File: config.mk
export PLATFORM = sky130hd
export DESIGN_NAME = instr_fetch
export DESIGN_NICKNAME = d
export VERILOG_FILES = /design/src/rtl/instr_pack.sv /design/src/rtl/fetch_skid_buf.sv /design/src/rtl/instr_fetch.sv
export SDC_FILE = /design/constraint.sdc
export NUM_CORES = 1
export LEC_CHECK = 0
export ABC_AREA = 1
export BUFFER_PORTS_ARGS = -buffer_cell sky130_fd_sc_hd__buf_2
export CELL_PAD_IN_SITES_DETAIL_PLACEMENT = 1
export CELL_PAD_IN_SITES_GLOBAL_PLACEMENT = 1
export CORE_ASPECT_RATIO = 0.5
export CORE_MARGIN = 2
export CORE_UTILIZATION = 38
export DETAILED_ROUTE_END_ITERATION = 8
export HOLD_SLACK_MARGIN = 0.12
export PLACE_DENSITY_LB_ADDON = 0.1
export SLEW_MARGIN = 20
export SYNTH_ARGS = -nofsm -noshare
export SYNTH_HDL_FRONTEND = slang
export SYNTH_SLANG_ARGS = --single-unit
File: constraint.sdc
create_clock -name clk -period 1.6 [get_ports clk]
set_input_delay 0.08 -clock clk [delete_from_list [all_inputs] [get_ports clk]]
set_output_delay 0.08 -clock clk [all_outputs]
set_load 0.02 [all_outputs]
File: src/rtl/instr_pack.sv
// instr_pack: shared definitions for the 9-bit CPU front end.
//   fetch_state : fetch sequencer states (IDLE, RUN, HALT).
//   OP_MSB/OP_LSB : opcode field slice of a 9-bit word (op[8:4], operand[3:0]).
//   DONE_INSTR  : `func done` (op func, operand done) = 9'h1FF; stops fetch.
//   is_done()   : true when a word is the done instruction.
package instr_pack;

    typedef enum logic [1:0] {
        IDLE = 2'd0,
        RUN  = 2'd1,
        HALT = 2'd2
    } fetch_state;

    localparam int         OP_MSB     = 8;
    localparam int         OP_LSB     = 4;
    localparam logic [4:0] OP_FUNC    = 5'h1F;
    localparam logic [3:0] FUNC_DONE  = 4'hF;
    localparam logic [8:0] DONE_INSTR = {OP_FUNC, FUNC_DONE};

    function automatic logic is_done(input logic [8:0] w);
        return (w[OP_MSB:OP_LSB] == DONE_INSTR[OP_MSB:OP_LSB]) &&
               (w[OP_LSB-1:0]    == DONE_INSTR[OP_LSB-1:0]);
    endfunction

endpackage

File: src/rtl/fetch_skid_buf.sv
// fetch_skid_buf: two-entry (out + skid) buffer between the ROM return path
// and decode. Each entry holds a 9-bit word plus its PC tag.
//   clk, rst_n       : clock, synchronous active-low reset
//   flush            : drop both entries (redirect)
//   push/push_instr/push_pc : returning ROM word and its address
//   pop              : decode accepted the out entry this cycle
//   out_valid/out_instr/out_pc : entry presented to decode
//   skid_valid       : second entry occupied (upstream must stop issuing)
module fetch_skid_buf #(
    parameter int PC_W = 10
) (
    input  logic            clk,
    input  logic            rst_n,
    input  logic            flush,
    input  logic            push,
    input  logic [8:0]      push_instr,
    input  logic [PC_W-1:0] push_pc,
    input  logic            pop,
    output logic            out_valid,
    output logic [8:0]      out_instr,
    output logic [PC_W-1:0] out_pc,
    output logic            skid_valid
);

    logic [8:0]      skid_instr;
    logic [PC_W-1:0] skid_pc;
    logic            take;

    assign take = pop & out_valid;

    always_ff @(posedge clk) begin
        if (!rst_n) begin
            out_valid  <= 1'b0;
            out_instr  <= '0;
            out_pc     <= '0;
            skid_valid <= 1'b0;
            skid_instr <= '0;
            skid_pc    <= '0;
        end else if (flush) begin
            out_valid  <= 1'b0;
            skid_valid <= 1'b0;
        end else if (take) begin
            if (skid_valid) begin
                // older skid word advances; a returning word backfills the skid
                out_instr  <= skid_instr;
                out_pc     <= skid_pc;
                skid_valid <= push;
                if (push) begin
                    skid_instr <= push_instr;
                    skid_pc    <= push_pc;
                end
            end else begin
                out_valid <= push;
                if (push) begin
                    out_instr <= push_instr;
                    out_pc    <= push_pc;
                end
            end
        end else if (push) begin
            if (!out_valid) begin
                out_valid <= 1'b1;
                out_instr <= push_instr;
                out_pc    <= push_pc;
            end else begin
                skid_valid <= 1'b1;
                skid_instr <= push_instr;
                skid_pc    <= push_pc;
            end
        end
    end

    // issue throttling upstream guarantees room for every returning word
    a_no_drop: assert property (@(posedge clk) disable iff (!rst_n)
        !(push && !flush && !take && out_valid && skid_valid));

endmodule

File: src/rtl/instr_fetch.sv
// instr_fetch: fetch stage of the 9-bit CPU. Holds the PC, reads a
// synchronous ROM (1-cycle latency) and hands words to decode via
// valid/ready. Redirects flush and refetch; the done word halts fetch.
//   clk, rst_n           : clock, synchronous active-low reset
//   start                : leave IDLE (or restart from HALT) at RESET_PC
//   imem_addr/imem_rd    : ROM read request
//   imem_data            : ROM word, valid the cycle after imem_rd
//   dec_valid/dec_instr/dec_pc/dec_ready : decode handshake
//   redirect/redirect_pc : flush and refetch from redirect_pc
//   halted               : the done word has been consumed by decode
// Optional (macro FETCH_PERF_EN): stall_cnt, fetch_cnt saturating counters.
module instr_fetch
    import instr_pack::*;
#(
    parameter int              PC_W     = 10,
    parameter logic [PC_W-1:0] RESET_PC = '0
) (
    input  logic            clk,
    input  logic            rst_n,
    input  logic            start,
    output logic [PC_W-1:0] imem_addr,
    output logic            imem_rd,
    input  logic [8:0]      imem_data,
    output logic            dec_valid,
    output logic [8:0]      dec_instr,
    output logic [PC_W-1:0] dec_pc,
    input  logic            dec_ready,
    input  logic            redirect,
    input  logic [PC_W-1:0] redirect_pc,
`ifdef FETCH_PERF_EN
    output logic [15:0]     stall_cnt,
    output logic [15:0]     fetch_cnt,
`endif
    output logic            halted
);

    fetch_state      state, state_nxt;
    logic [PC_W-1:0] pc_q;
    logic            inflight;
    logic [PC_W-1:0] inflight_pc;
    logic            skid_valid;
    logic            issue;
    logic            pop;
    logic            done_ret;
    logic            redir_take;
    logic [PC_W-1:0] redir_tgt;

    assign pop      = dec_valid & dec_ready;
    assign done_ret = inflight & is_done(imem_data);

    // start out of IDLE or HALT is treated as a redirect to RESET_PC;
    // an explicit redirect wins over start
    assign redir_take = redirect | (start & (state != RUN));
    assign redir_tgt  = redirect ? redirect_pc : RESET_PC;

    assign imem_addr = pc_q;
    assign imem_rd   = issue;

    always_ff @(posedge clk) begin
        if (!rst_n) state <= IDLE;
        else        state <= state_nxt;
    end

    always_comb begin
        state_nxt = state;
        issue     = 1'b0;
        case (state)
            RUN: begin
                // a word in flight that would land in the skid uses the last slot
                issue = !skid_valid && !(inflight && dec_valid && !dec_ready);
                if (done_ret) state_nxt = HALT;
            end
            default: ;
        endcase
        if (redir_take) state_nxt = RUN;
    end

    always_ff @(posedge clk) begin
        if (!rst_n) begin
            pc_q        <= RESET_PC;
            inflight    <= 1'b0;
            inflight_pc <= '0;
            halted      <= 1'b0;
        end else if (redir_take) begin
            pc_q     <= redir_tgt;
            inflight <= 1'b0;
            halted   <= 1'b0;
        end else begin
            if (issue) pc_q <= pc_q + 1'b1;
            // the read issued alongside a returning done word is younger: squash it
            inflight    <= issue & ~done_ret;
            inflight_pc <= pc_q;
            if (pop && is_done(dec_instr)) halted <= 1'b1;
        end
    end

    fetch_skid_buf #(.PC_W(PC_W)) u_buf (
        .clk        (clk),
        .rst_n      (rst_n),
        .flush      (redir_take),
        .push       (inflight),
        .push_instr (imem_data),
        .push_pc    (inflight_pc),
        .pop        (pop),
        .out_valid  (dec_valid),
        .out_instr  (dec_instr),
        .out_pc     (dec_pc),
        .skid_valid (skid_valid)
    );

`ifdef FETCH_PERF_EN
    always_ff @(posedge clk) begin
        if (!rst_n || start) begin
            stall_cnt <= '0;
            fetch_cnt <= '0;
        end else begin
            if (state == RUN && dec_valid && !dec_ready && stall_cnt != 16'hFFFF)
                stall_cnt <= stall_cnt + 1'b1;
            if (issue && fetch_cnt != 16'hFFFF)
                fetch_cnt <= fetch_cnt + 1'b1;
        end
    end
`endif

endmodule

# Yosys cells after proc, flatten, opt, wreduce, memory -nomap -nowiden
# Index checks and enable logic that the tools add are counted.
# totals
register_bits	64
output_inout_bits	32
# op_classes
add_sub_neg	1
eq_ne	10
muxes	32
bitwise_logic	9
reduce_logical	22
# op_table
operator	count
$mux 10	12
$mux 9	9
$reduce_bool 2->1	6
$mux 1	11
$add 10x1->10 const B	1
$eq 5x5->1 const B	2
$eq 4x4->1 const B	2
$reduce_and 2->1	4
$logic_and 1x1->1	6
$ne 2x2->1 const B	3
$and 1x1->1	5
$reduce_and 5->1	1
$ne 2x1->1 const B	2
$reduce_and 4->1	1
$logic_not 1->1	3
$not 1->1	3
$eq 2x1->1 const B	1
$reduce_or 2->1	1
$or 1x1->1	1

# Longest topological paths before layout
# depth
word_depth	7
depth_mapped	10
ltp_nobuf	9

# Cells and area by module
# From an unflattened synthesis, not the netlist that was laid out.
# hier_totals
hier_cells	493
hier_area_um2	3238.1
# by_module_without_submodules
module	n_inst	cells_each	area_per_inst_um2	seq_area_each_um2
fetch_skid_buf	1	305	1971.9	800.8
instr_fetch	1	188	1266.2	480.5

# Worst setup path before layout
# OpenSTA, ideal clock, no wires.
# synth_path
kind	reg-to-reg
start	reg u_buf.out_valid
end	reg u_buf.skid_pc[0]
setup_ns	0.113
t_arrival_ns	1.364
t_required_ns	1.487
setup_slack_ns	0.123
path_stages_with_launch	10
period_less_slack_ns	1.477
path_cell_list	dfxtp_1 -> inv_1 -> a21oi_1 -> o21ai_1 -> nor2_1 -> buf_4 -> buf_4 -> nand2_1 -> nand2_1 -> nor2_1
# synth_between
elab_chain_len	4
elab_cells_between_ends	7
classes_between	eq/ne (1); mux (1); bitwise (2); reduce/logical (3)
# synth_rtl
element	line	source
start, declared	fetch_skid_buf.sv:19	output logic out_valid,
start signal, assigned	fetch_skid_buf.sv:53	out_valid <= push;
$and 1x1->1	instr_fetch.sv:48	assign pop = dec_valid & dec_ready;
$and 1x1->1	fetch_skid_buf.sv:29	assign take = pop & out_valid;
$ne 2x1->1 (no line) or $reduce_bool 2->1 (tied branches)	n/a	
$reduce_and 5->1 (no line)	n/a	
end signal, assigned	fetch_skid_buf.sv:50	skid_pc <= push_pc;
end signal, assigned	fetch_skid_buf.sv:67	skid_pc <= push_pc;
end, declared	fetch_skid_buf.sv:26	logic [PC_W-1:0] skid_pc;
# Parallel ways exist; a longest one is shown, timed or not.
# A chain may end at the register's enable or synchronous reset.

# Worst setup path after layout
# layout_path
start	reg u_buf.out_valid
end	reg u_buf.skid_pc[5]
# The elaborated chain is that of the path after synthesis.

==> out/qor.csv <==
metric,value,unit
cts_tree,yes,
cp.depth,8,
fillers,1110,
row_count,23,
nets,612,
fp.dieH,68.2,um
grt_pass1_vias,3208,
setup_viol,0,
ios,56,
yosysMostFrequentCell,nand2_1,
yosysSeqAreaShare,40.9,%
drive_above_1_share,15.4,%
ys_top_cells_by_count,"167 x nand2_1, 103 x nor2_1, 64 x dfxtp_1",
synthFlopType,dfxtp_1,
ys.warnings.count,0,
antenna_cells,0,
fin_crit,1.49,ns
cp.arrival,1.71,ns
async_reset_ff_share,0,%
worstPathCellList,"inv_1, a21oi_1, o21ai_1, nor2_2, buf_12, nand2_1, nand2_1, nor2_1",
required,1.83,ns
path_buf_inv,2,
netlist_area,3140,sq um
path_clk_slew,0.05,ns
static-leakage-power,2.02,nW
place_ws,0.150,ns
min_path_type,in -> reg,
ff2ff_setup_slack,0.11,ns
synthCells,510,
finalCritPeriodShare,93.0,%
path_class,reg -> reg,
start_kind,flip-flop,
synthTopCellsByArea,"dfxtp_1 41%, nand2_1 20%, nor2_1 12%",
crit_path_top_delay_cell,dfxtp_1,
slew_headroom,74.5,%
core_area,8000,sq um
power_density,1100,nW/um^2
rsz0062_at_grt,false,
start_util,39.2,%
dieArea,9040,sq um
hold_violations,0,
fin_skew,0.00459,ns
outcome,"complete, no violations",
synth_nets,535,
grt_max_degree,39,
tightest_slew,0.383,ns
portBuffers,55,
ys_ff_latch,64,
drt_iter0_markers,143,
path_max_fanout,38,
stdcell_area,4150,sq um
clock_latency,0.33,ns
syn_area_per_cell,6.15,sq um
vias,3272,
hold-path-cell-count,3,
synth_edf_count,0,
grt_overflow,0,
antenna_found_initial,0,
drc,0,
end_kind,flip-flop,
cts_max_path_buffers,2,
cp_common_cell,nand2_1,
post_cts_buffers,0,
hpwl,6.35,mm
clock-sinks,64,
numCtsBuffers,9,
cts_root_buf,clkbuf_16,
synth_top_area_share,40.9,%
wl,9.14,mm
grt_pass1_wl,15.0,mm
final.setup.tns,0,ns
slowest_delay,0.41,ns
finalMaxSlewViolations,0,
vdd_ir_drop_max,0.511,mV
ys_types,23,
place.gp.congestion,0.827,
synth_top_cell_by_area,dfxtp_1,
htree_levels,3,
placed_cell_area,3580,sq um
track_usage,21.5,%
max_cap_viol_count,0,
die_w,132,um
seq_area,1280,sq um
critPathTopFamily,flip-flops,
area_delta_synth_final,32.2,%
multi_input_area,1510,sq um
max_freq,672,MHz
rr_worst_depth,8,
ant_nets,0,
routedWlPerCell,13.0,um
worst_slack,0.112,ns
dr.pass1.iters,4,
viasPerCell,4.65,
layout make-up:
cell class / instances / area share (%)
multi-input cells: 361 / 36.3
flip-flops and latches: 64 / 30.9
repair buffers: 89 / 14.9
clock buffers: 10 / 5.76
inverters: 62 / 5.61
well taps: 112 / 3.38
clock inverters: 6 / 3.14
report_power, final:
part	switching (mW)	internal [mW]	total (mW)
logic	0.265	0.175	0.440
registers	0.0469	1.64	1.69
clock network	0.704	1.72	2.42
metal layers:
| layer | GRT usage [%] | part of all wire [%] | up-vias |
|---|---|---|---|
| met5 | 0 | 0 | - |
| met4 | 5.24 | 0.91 | 0 |
| met3 | 6.07 | 3.7 | 8 |
| met2 | 37.2 | 45 | 55 |
| met1 | 27.1 | 51 | 1503 |
| li1 | - | - | 1706 |
what timing repair did:
item | 4_1_cts | 5_1_grt
gates resized for setup | 0 | 0
hold buffers | 20 | 0
endpoints found under the hold margin | 20 | 0
worst paths after layout:
| check | startpoint | to |
|---|---|---|
| worst max register to register | u_buf.out_valid | u_buf.skid_pc[5] |
| worst min register to register | halted | halted |
| worst min-delay path | rst_n | inflight_pc[0] |
| worst max-delay path | u_buf.out_valid | u_buf.skid_pc[5] |
cells in the final DEF (no fill, tap or decap), types with 4 or more instances in the layout:
cell and count:
a21oi_1 25, buf_2 55, buf_4 11, bufinv_16 4, clkbuf_16 9, dfxtp_1 64
dlygate4sd3_1 20, inv_1 60, nand2_1 167, nand3_1 34, nor2_1 101, o21ai_0 17
sequential cells by signal, summed over array words and instances (netlist names):
signal	count
u_buf.skid_pc	10
halted	1
u_buf.out_pc	10
u_buf.skid_instr	9
u_buf.out_instr	9
state	2
u_buf.out_valid	1
imem_addr	10
inflight_pc	10
u_buf.skid_valid	1
inflight	1
stage by stage:
stage | hold WS (ns) | instances | utilization [%] | power [mW]
after global routing | 0.171 | 704 | 51.8 | 4.74
after floorplan | 0.260 | 510 | - | 1.96
after global placement | 0.358 | 668 | 44.7 | 2.11
final | 0.165 | 704 | 51.8 | 4.55
after CTS | 0.150 | 704 | 51.8 | 4.61
after detailed placement | 0.367 | 668 | 44.7 | 2.12
logic make-up after synthesis:
family                   after synthesis  share of synthesized area, %
flip-flops                            64                          40.9
AO/OA/AOI/OAI                         48                          8.02
adder cells (fa/ha/maj)                1                         0.399
AND/OR/NAND/NOR                      310                          38.9
buffers and inverters                 85                          11.3
XOR/XNOR                               2                         0.559
worst register-to-register path: cells and delay by family, from the launching register on:
kind | cells | cell delay, ns
flops | 1 | 0.41
simple gates | 4 | 0.37
buf+inv | 2 | 0.31
compound gates | 2 | 0.30
Power figures use the tool's default switching activity.
